File: src/rtl/mem_wb_stage_pkg.sv
`default_nettype none
// ============================================================================
//  Module      : mem_wb_stage_pkg
//  Description : Shared widths, write-back select encodings, FSM state type
//                and write-back mux helper for the MEM/WB pipeline stage.
//  Revision    : 1.0 - initial release
// ============================================================================
package mem_wb_stage_pkg;

    localparam int DATA_W  = 8;
    localparam int ADDR_W  = 8;
    localparam int INSTR_W = 19;
    localparam int RD_W    = 3;

    // Write-back source select; 2'b11 aliases the ALU path.
    localparam logic [1:0] WB_ALU   = 2'b00;
    localparam logic [1:0] WB_MEM   = 2'b01;
    localparam logic [1:0] WB_SHIFT = 2'b10;

    typedef enum logic [0:0] {
        ST_CLEAR = 1'b0,
        ST_RUN   = 1'b1
    } state_t;

    function automatic logic [DATA_W-1:0] wb_select(
        input logic [1:0]        sel,
        input logic [DATA_W-1:0] alu,
        input logic [DATA_W-1:0] mem,
        input logic [DATA_W-1:0] shift
    );
        logic [DATA_W-1:0] v;
        case (sel)
            WB_MEM:   v = mem;
            WB_SHIFT: v = shift;
            default:  v = alu;
        endcase
        return v;
    endfunction

endpackage
`default_nettype wire

File: src/rtl/mem_wb_stage_data_mem.sv
`default_nettype none
// ============================================================================
//  Module      : data_mem
//  Description : 256x8 data memory, one synchronous write port and one
//                asynchronous read port. Contents are not reset; the owning
//                stage clears it with an explicit write sequence.
//  Revision    : 1.0 - initial release
// ============================================================================
module data_mem
    import mem_wb_stage_pkg::*;
(
    input  logic              clk,
    input  logic              i_we,
    input  logic [ADDR_W-1:0] i_waddr,
    input  logic [DATA_W-1:0] i_wdata,
    input  logic [ADDR_W-1:0] i_raddr,
    output logic [DATA_W-1:0] o_rdata
);

    logic [DATA_W-1:0] r_mem [0:(1<<ADDR_W)-1];

    // Single write port, committed at the rising edge.
    always_ff @(posedge clk) begin
        if (i_we) begin
            r_mem[i_waddr] <= i_wdata;
        end
    end

    assign o_rdata = r_mem[i_raddr];

endmodule
`default_nettype wire

File: src/rtl/ms_dff.sv
`default_nettype none
// ============================================================================
//  Module      : ms_dff
//  Description : Master-slave (edge-triggered) register primitive with a
//                synchronous active-high reset to zero.
//  Revision    : 1.0 - initial release
// ============================================================================
module ms_dff #(
    parameter int WIDTH = 1
) (
    input  logic             clk,
    input  logic             rst,
    input  logic [WIDTH-1:0] i_d,
    output logic [WIDTH-1:0] o_q
);

    // Capture d on every rising edge, clearing synchronously on rst.
    always_ff @(posedge clk) begin
        if (rst) begin
            o_q <= '0;
        end else begin
            o_q <= i_d;
        end
    end

endmodule
`default_nettype wire

File: src/rtl/mem_wb_stage.sv
`default_nettype none
// ============================================================================
//  Module      : mem_wb_stage
//  Description : Memory access and MEM/WB pipeline register. After reset an
//                optional 256-cycle sequence zeroes the data memory while
//                stalling upstream; afterwards stores/loads run normally and
//                the selected write-back value is forwarded and registered.
//  Revision    : 1.0 - initial release
// ============================================================================
module mem_wb_stage
    import mem_wb_stage_pkg::*;
#(
    parameter int CLEAR_ON_RESET = 1,
    parameter int RD_LSB         = 11
) (
    input  logic               clk,
    input  logic               reset,
    input  logic [DATA_W-1:0]  EX_MEM_alu_out,
    input  logic [DATA_W-1:0]  EX_MEM_B,
    input  logic [DATA_W-1:0]  EX_MEM_shift_out,
    input  logic               EX_MEM_mem_write,
    input  logic               EX_MEM_reg_write,
    input  logic [INSTR_W-1:0] EX_MEM_instruction,
    input  logic [1:0]         EX_MEM_reg_write_mux,
    output logic [DATA_W-1:0]  MEM_WB_wb_data,
    output logic [RD_W-1:0]    MEM_WB_rd,
    output logic               MEM_WB_reg_write,
    output logic [INSTR_W-1:0] MEM_WB_instruction,
    output logic [DATA_W-1:0]  fwd_data,
    output logic [RD_W-1:0]    fwd_rd,
    output logic               fwd_valid,
    output logic               mem_busy
);

    localparam int C_REG_W = DATA_W + RD_W + 1 + INSTR_W;

    state_t            r_state;
    logic [ADDR_W-1:0] r_clr_cnt;

    logic              w_clearing;
    logic              w_mem_we;
    logic [ADDR_W-1:0] w_mem_waddr;
    logic [DATA_W-1:0] w_mem_wdata;
    logic [DATA_W-1:0] w_mem_rdata;
    logic [DATA_W-1:0] w_wb_data;
    logic [RD_W-1:0]   w_rd;
    logic              w_reg_write;
    logic [C_REG_W-1:0] w_reg_d;
    logic [C_REG_W-1:0] w_reg_q;

    // Clear/run sequencer: walk every address once, then leave clearing
    // through the state change so the counter never wraps on its own.
    always_ff @(posedge clk) begin
        if (reset) begin
            r_state   <= (CLEAR_ON_RESET != 0) ? ST_CLEAR : ST_RUN;
            r_clr_cnt <= '0;
        end else begin
            case (r_state)
                ST_CLEAR: begin
                    if (r_clr_cnt == {ADDR_W{1'b1}}) begin
                        r_state   <= ST_RUN;
                        r_clr_cnt <= '0;
                    end else begin
                        r_clr_cnt <= r_clr_cnt + 1'b1;
                    end
                end
                default: begin
                    r_state <= ST_RUN;
                end
            endcase
        end
    end

    assign w_clearing = (r_state == ST_CLEAR);
    assign mem_busy   = w_clearing;

    // While clearing, the write port belongs to the sequencer and pipeline
    // stores are dropped; stores are also held off while reset is asserted.
    assign w_mem_we    = w_clearing ? 1'b1 : (EX_MEM_mem_write & ~reset);
    assign w_mem_waddr = w_clearing ? r_clr_cnt : EX_MEM_alu_out;
    assign w_mem_wdata = w_clearing ? '0 : EX_MEM_B;

    data_mem u_data_mem (
        .clk     (clk),
        .i_we    (w_mem_we),
        .i_waddr (w_mem_waddr),
        .i_wdata (w_mem_wdata),
        .i_raddr (EX_MEM_alu_out),
        .o_rdata (w_mem_rdata)
    );

    assign w_wb_data   = wb_select(EX_MEM_reg_write_mux, EX_MEM_alu_out,
                                   w_mem_rdata, EX_MEM_shift_out);
    assign w_rd        = EX_MEM_instruction[RD_LSB+RD_W-1:RD_LSB];
    // A clearing cycle is a bubble: no register write leaves this stage.
    assign w_reg_write = EX_MEM_reg_write & ~w_clearing;

    assign fwd_data  = w_wb_data;
    assign fwd_rd    = w_rd;
    assign fwd_valid = w_reg_write;

    assign w_reg_d = {w_wb_data, w_rd, w_reg_write, EX_MEM_instruction};

    ms_dff #(
        .WIDTH (C_REG_W)
    ) u_mem_wb_reg (
        .clk (clk),
        .rst (reset),
        .i_d (w_reg_d),
        .o_q (w_reg_q)
    );

    assign {MEM_WB_wb_data, MEM_WB_rd, MEM_WB_reg_write, MEM_WB_instruction} = w_reg_q;

endmodule
`default_nettype wire

File: config.mk
export PLATFORM = sky130hd
export DESIGN_NAME = mem_wb_stage
export DESIGN_NICKNAME = d
export VERILOG_FILES = /design/src/rtl/mem_wb_stage_pkg.sv /design/src/rtl/mem_wb_stage_data_mem.sv /design/src/rtl/ms_dff.sv /design/src/rtl/mem_wb_stage.sv
export SDC_FILE = /design/constraint.sdc
export NUM_CORES = 2
export LEC_CHECK = 0
export ABC_AREA = 1
export CAP_MARGIN = 20
export CELL_PAD_IN_SITES_DETAIL_PLACEMENT = 1
export CELL_PAD_IN_SITES_GLOBAL_PLACEMENT = 1
export CORE_ASPECT_RATIO = 1.2
export CORE_UTILIZATION = 51
export CTS_BUF_LIST = sky130_fd_sc_hd__clkbuf_16
export DETAILED_ROUTE_END_ITERATION = 8
export MAX_ROUTING_LAYER = met4
export PLACE_DENSITY_LB_ADDON = 0.1
export SYNTH_ARGS = -nofsm -noshare
export SYNTH_HDL_FRONTEND = slang
export SYNTH_HIERARCHICAL = 1
export SYNTH_SLANG_ARGS = --single-unit
File: constraint.sdc
create_clock -name clk -period 6 [get_ports clk]
set_clock_uncertainty 0.2 [all_clocks]
set_input_delay 1.2 -clock clk [delete_from_list [all_inputs] [get_ports clk]]
set_output_delay 1.2 -clock clk [all_outputs]
set_load 0.1 [all_outputs]
==> run_results.csv <==
group,metric,value,unit
final_layout,syn_to_final_growth,12.1,%
grt,antenna_found_initial,3,
worst_setup_path,reg2reg_from,"r_state$_SDFF_PP0_",
final_layout,register_area,62300,sq um
drt,post-route-drc-count,0,
clocking,hold_buffers,0,
final_layout,nNetsFinal,7348,
synthesis,ys_seq_area_share,73.4,%
timing,slew_violations,0,
synthesis,syn_inst,7236,
final_layout,final_common_cell,"nand2_1",
min_path,hold_class,"flop to flop",
drt,vias,58000,
clocking,ctsResizeCount,0,
clocking,cts_buffers,203,
clocking,postCtsSetupBuffers,0,
clocking,clockBufferDepth,3,
synthesis,synthesis.nets,7288,
worst_setup_path,crit_slowest_cell,"buf_12",
final_layout,multi_input_area,19800,sq um
pwr,p_per_area,314,nW/um^2
grt,grt_pass1_vias,60500,
timing,period_needed,5940,ps
pwr,p_leak,0.0347,uW
worst_setup_path,reg2reg_depth,10,
grt,grtUsageTotal,32.2,%
worst_setup_path,worst-path-buf-inv,4,
timing,setup_violations,0,
die,rows,163,
clocking,cts_tree,"built",
synthesis,yosysWarningCount,6,
synthesis,synthesis.area,84900,sq um
drt,vias_per_cell,6.03,
pwr,total_power,29900,uW
worst_setup_path,end_kind,"output port",
synthesis,avgSynthCellArea,11.7,sq um
status,status,"complete, no violations",
worst_setup_path,path_cells,"buf_8 -> buf_12 -> buf_12 -> nand2_1 -> nand3_1 -> nand3_1 -> nand3_1 -> nand3_1 -> nand3_1 -> nand3_1 -> nand2_1 -> nand2_1 -> nand2_1 -> nand2_1 -> a21oi_1 -> buf_12",
synthesis,synth_area_leader_cell,"edfxtp_1",
grt,grt_pass1_wl,391,mm
drt,wirelength,264,mm
timing,max_clock_freq,168,MHz
clocking,cts.sinks,2088,
placed_design,dp_hpwl,157,mm
final_layout,mostFrequentLayoutCells,"nand2_1, edfxtp_1, nand3_1, nor2_1, clkbuf_16",
worst_setup_path,worstSetupPathType,"input pin to output port",
synthesis,synth_area_leaders,"edfxtp_1, nand3_1, nand2_1",
worst_setup_path,cpMostUsedCell,"nand3_1",
drt,drt_iter0_markers,5358,
pwr,irDropWorstVdd,0.281,mV
clocking,clock-root-buffer,"clkbuf_16",
worst_setup_path,crit_path_start_kind,"input pin",
clocking,clk_pin_slew,60,ps
grt,overflow,0,
grt,grt_max_degree,134,
worst_setup_path,critPathTopFamily,"simple AND/OR/NAND/NOR gates",
job,cap_violations,0,
worst_setup_path,r2r_slack,1390,ps
placed_design,routabilityCongestion,0.870,
clocking,insertion_delay,840,ps
placed_design,port_buffers,92,
synthesis,yosysTopAreaCellShare,72.4,%
worst_setup_path,r2r_end,"u_data_mem/r_mem[97][4]$_DFFE_PP_",
die,die_h,449,microns
worst_setup_path,cp_max_fo,76,
worst_setup_path,arrival,4540,ps
worst_setup_path,startpoint,"EX_MEM_alu_out[0]",
synthesis,yosysUniqueCellTypes,22,
drt,drtPass1Iterations,6,
timing,finalCritPeriodShare,99.0,%
final_layout,utilization,57.8,%
timing,relSlewSlack,11.6,%
drt,wl_per_cell,27.5,microns
worst_setup_path,cp-endpoint,"fwd_data[6]",
die,core,165000,sq um
worst_setup_path,critPathMaxStageDelay,380,ps
synthesis,yosys_register_bits,2088,
final_layout,final_layout_size_suffix_gt1_share,7.58,%
drt,detail-route-antenna-nets,0,
final_layout,fillerInstances,16700,
timing,fin_tns_setup,0,ps
die,die_area,168000,sq um
timing,worstMarginPinSlew,1330,ps
timing,rsz0062_at_grt,"no",
worst_setup_path,worst-path-stages,16,
worst_setup_path,cp.required,4600,ps
die,io_pins,93,
timing,finalHoldViolCount,0,
die,die_w,375,microns
die,initial_core_util,51.5,%
clocking,htree_levels,4,
-- cell usage after synthesis (all sizes together) --
cell type / count
xor2: 1
nor2: 332
nand2: 2171
edfxtp: 2048
clkbuf: 114
nand3: 2025
nor3: 1
buf: 381
dfxtp: 40
inv: 92
a21oi: 17
o21ai: 9
ha: 3
a22oi: 2
-- sequential cells by signal (all words and copies together), names as in the netlist --
name              count
u_data_mem/r_mem   2048
r_clr_cnt             8
r_state               1
u_mem_wb_reg/o_q     31
-- worst min path at each step --
stage	slack, ps	to	from	depth (start not counted)
final	330	r_clr_cnt[1]$_SDFFE_PP0N_	r_clr_cnt[1]$_SDFFE_PP0N_	2
after global routing	370	r_clr_cnt[1]$_SDFFE_PP0N_	r_clr_cnt[1]$_SDFFE_PP0N_	2
after CTS	320	r_clr_cnt[1]$_SDFFE_PP0N_	r_clr_cnt[1]$_SDFFE_PP0N_	2
after detailed placement	320	r_clr_cnt[1]$_SDFFE_PP0N_	r_clr_cnt[1]$_SDFFE_PP0N_	2
after global placement	300	r_clr_cnt[1]$_SDFFE_PP0N_	r_clr_cnt[1]$_SDFFE_PP0N_	2
after floorplan	280	r_clr_cnt[1]$_SDFFE_PP0N_	r_clr_cnt[1]$_SDFFE_PP0N_	2
-- stage by stage --
step | setup WS, ps | instance area [sq um] | hold slack (ps) | cells
5_1_grt | 34.1 | 95200 | 368 | 9611
3_3_place_gp | 56.0 | 88900 | 296 | 9236
3_5_place_dp | 62.9 | 88900 | 321 | 9236
4_1_cts | 40.7 | 95200 | 325 | 9609
6_report | 57.2 | 95200 | 326 | 9612
2_1_floorplan | 603 | 84900 | 282 | 7236
-- tightest hold or removal path, delay by kind of cell (launching register included) --
family	cells	cell delay [ps]
DFF	1	330
and+or+nand+nor	2	150
-- cell families (layout without fill, tap and decap cells) --
kind of cell    count (synthesis)  in the layout  synth area share [%]
compound gates                 28             28                 0.171
xor+xnor                        1              1                0.0103
fa+ha+maj                       3              3                0.0442
buf+inv                       587            815                  3.40
flops                        2088           2088                  73.4
other cells                     0              3                     0
simple gates                 4529           4529                  23.0
-- layout make-up --
type                       instances  share of cell area [%]
inverter                          92                   0.472
clock inverter                   164                    1.12
timing repair buffer             350                    3.94
multi-input combinational       4561                    20.7
sequential                      2088                    65.4
clock buffer                     209                    5.49
tap                             2145                    2.82
antenna                            3                 0.00788
-- power breakdown --
group | switching (uW) | internal (uW) | total, uW
combinational | 1380 | 514 | 1900
sequential | 10.7 | 15800 | 15800
clock | 5460 | 6780 | 12200
-- routing by layer --
metal / part of all wire, % / wire (microns) / global-route usage, % / vias up
met4: 4.6 / 12200 / 14.7 / 0
li1: - / - / - / 25700
met2: 50 / 133000 / 53.1 / 2019
met1: 39 / 104000 / 39.9 / 29800
met5: 0 / 0 / - / -
met3: 5.8 / 15200 / 4.03 / 540
Power figures use the tool's default switching activity.
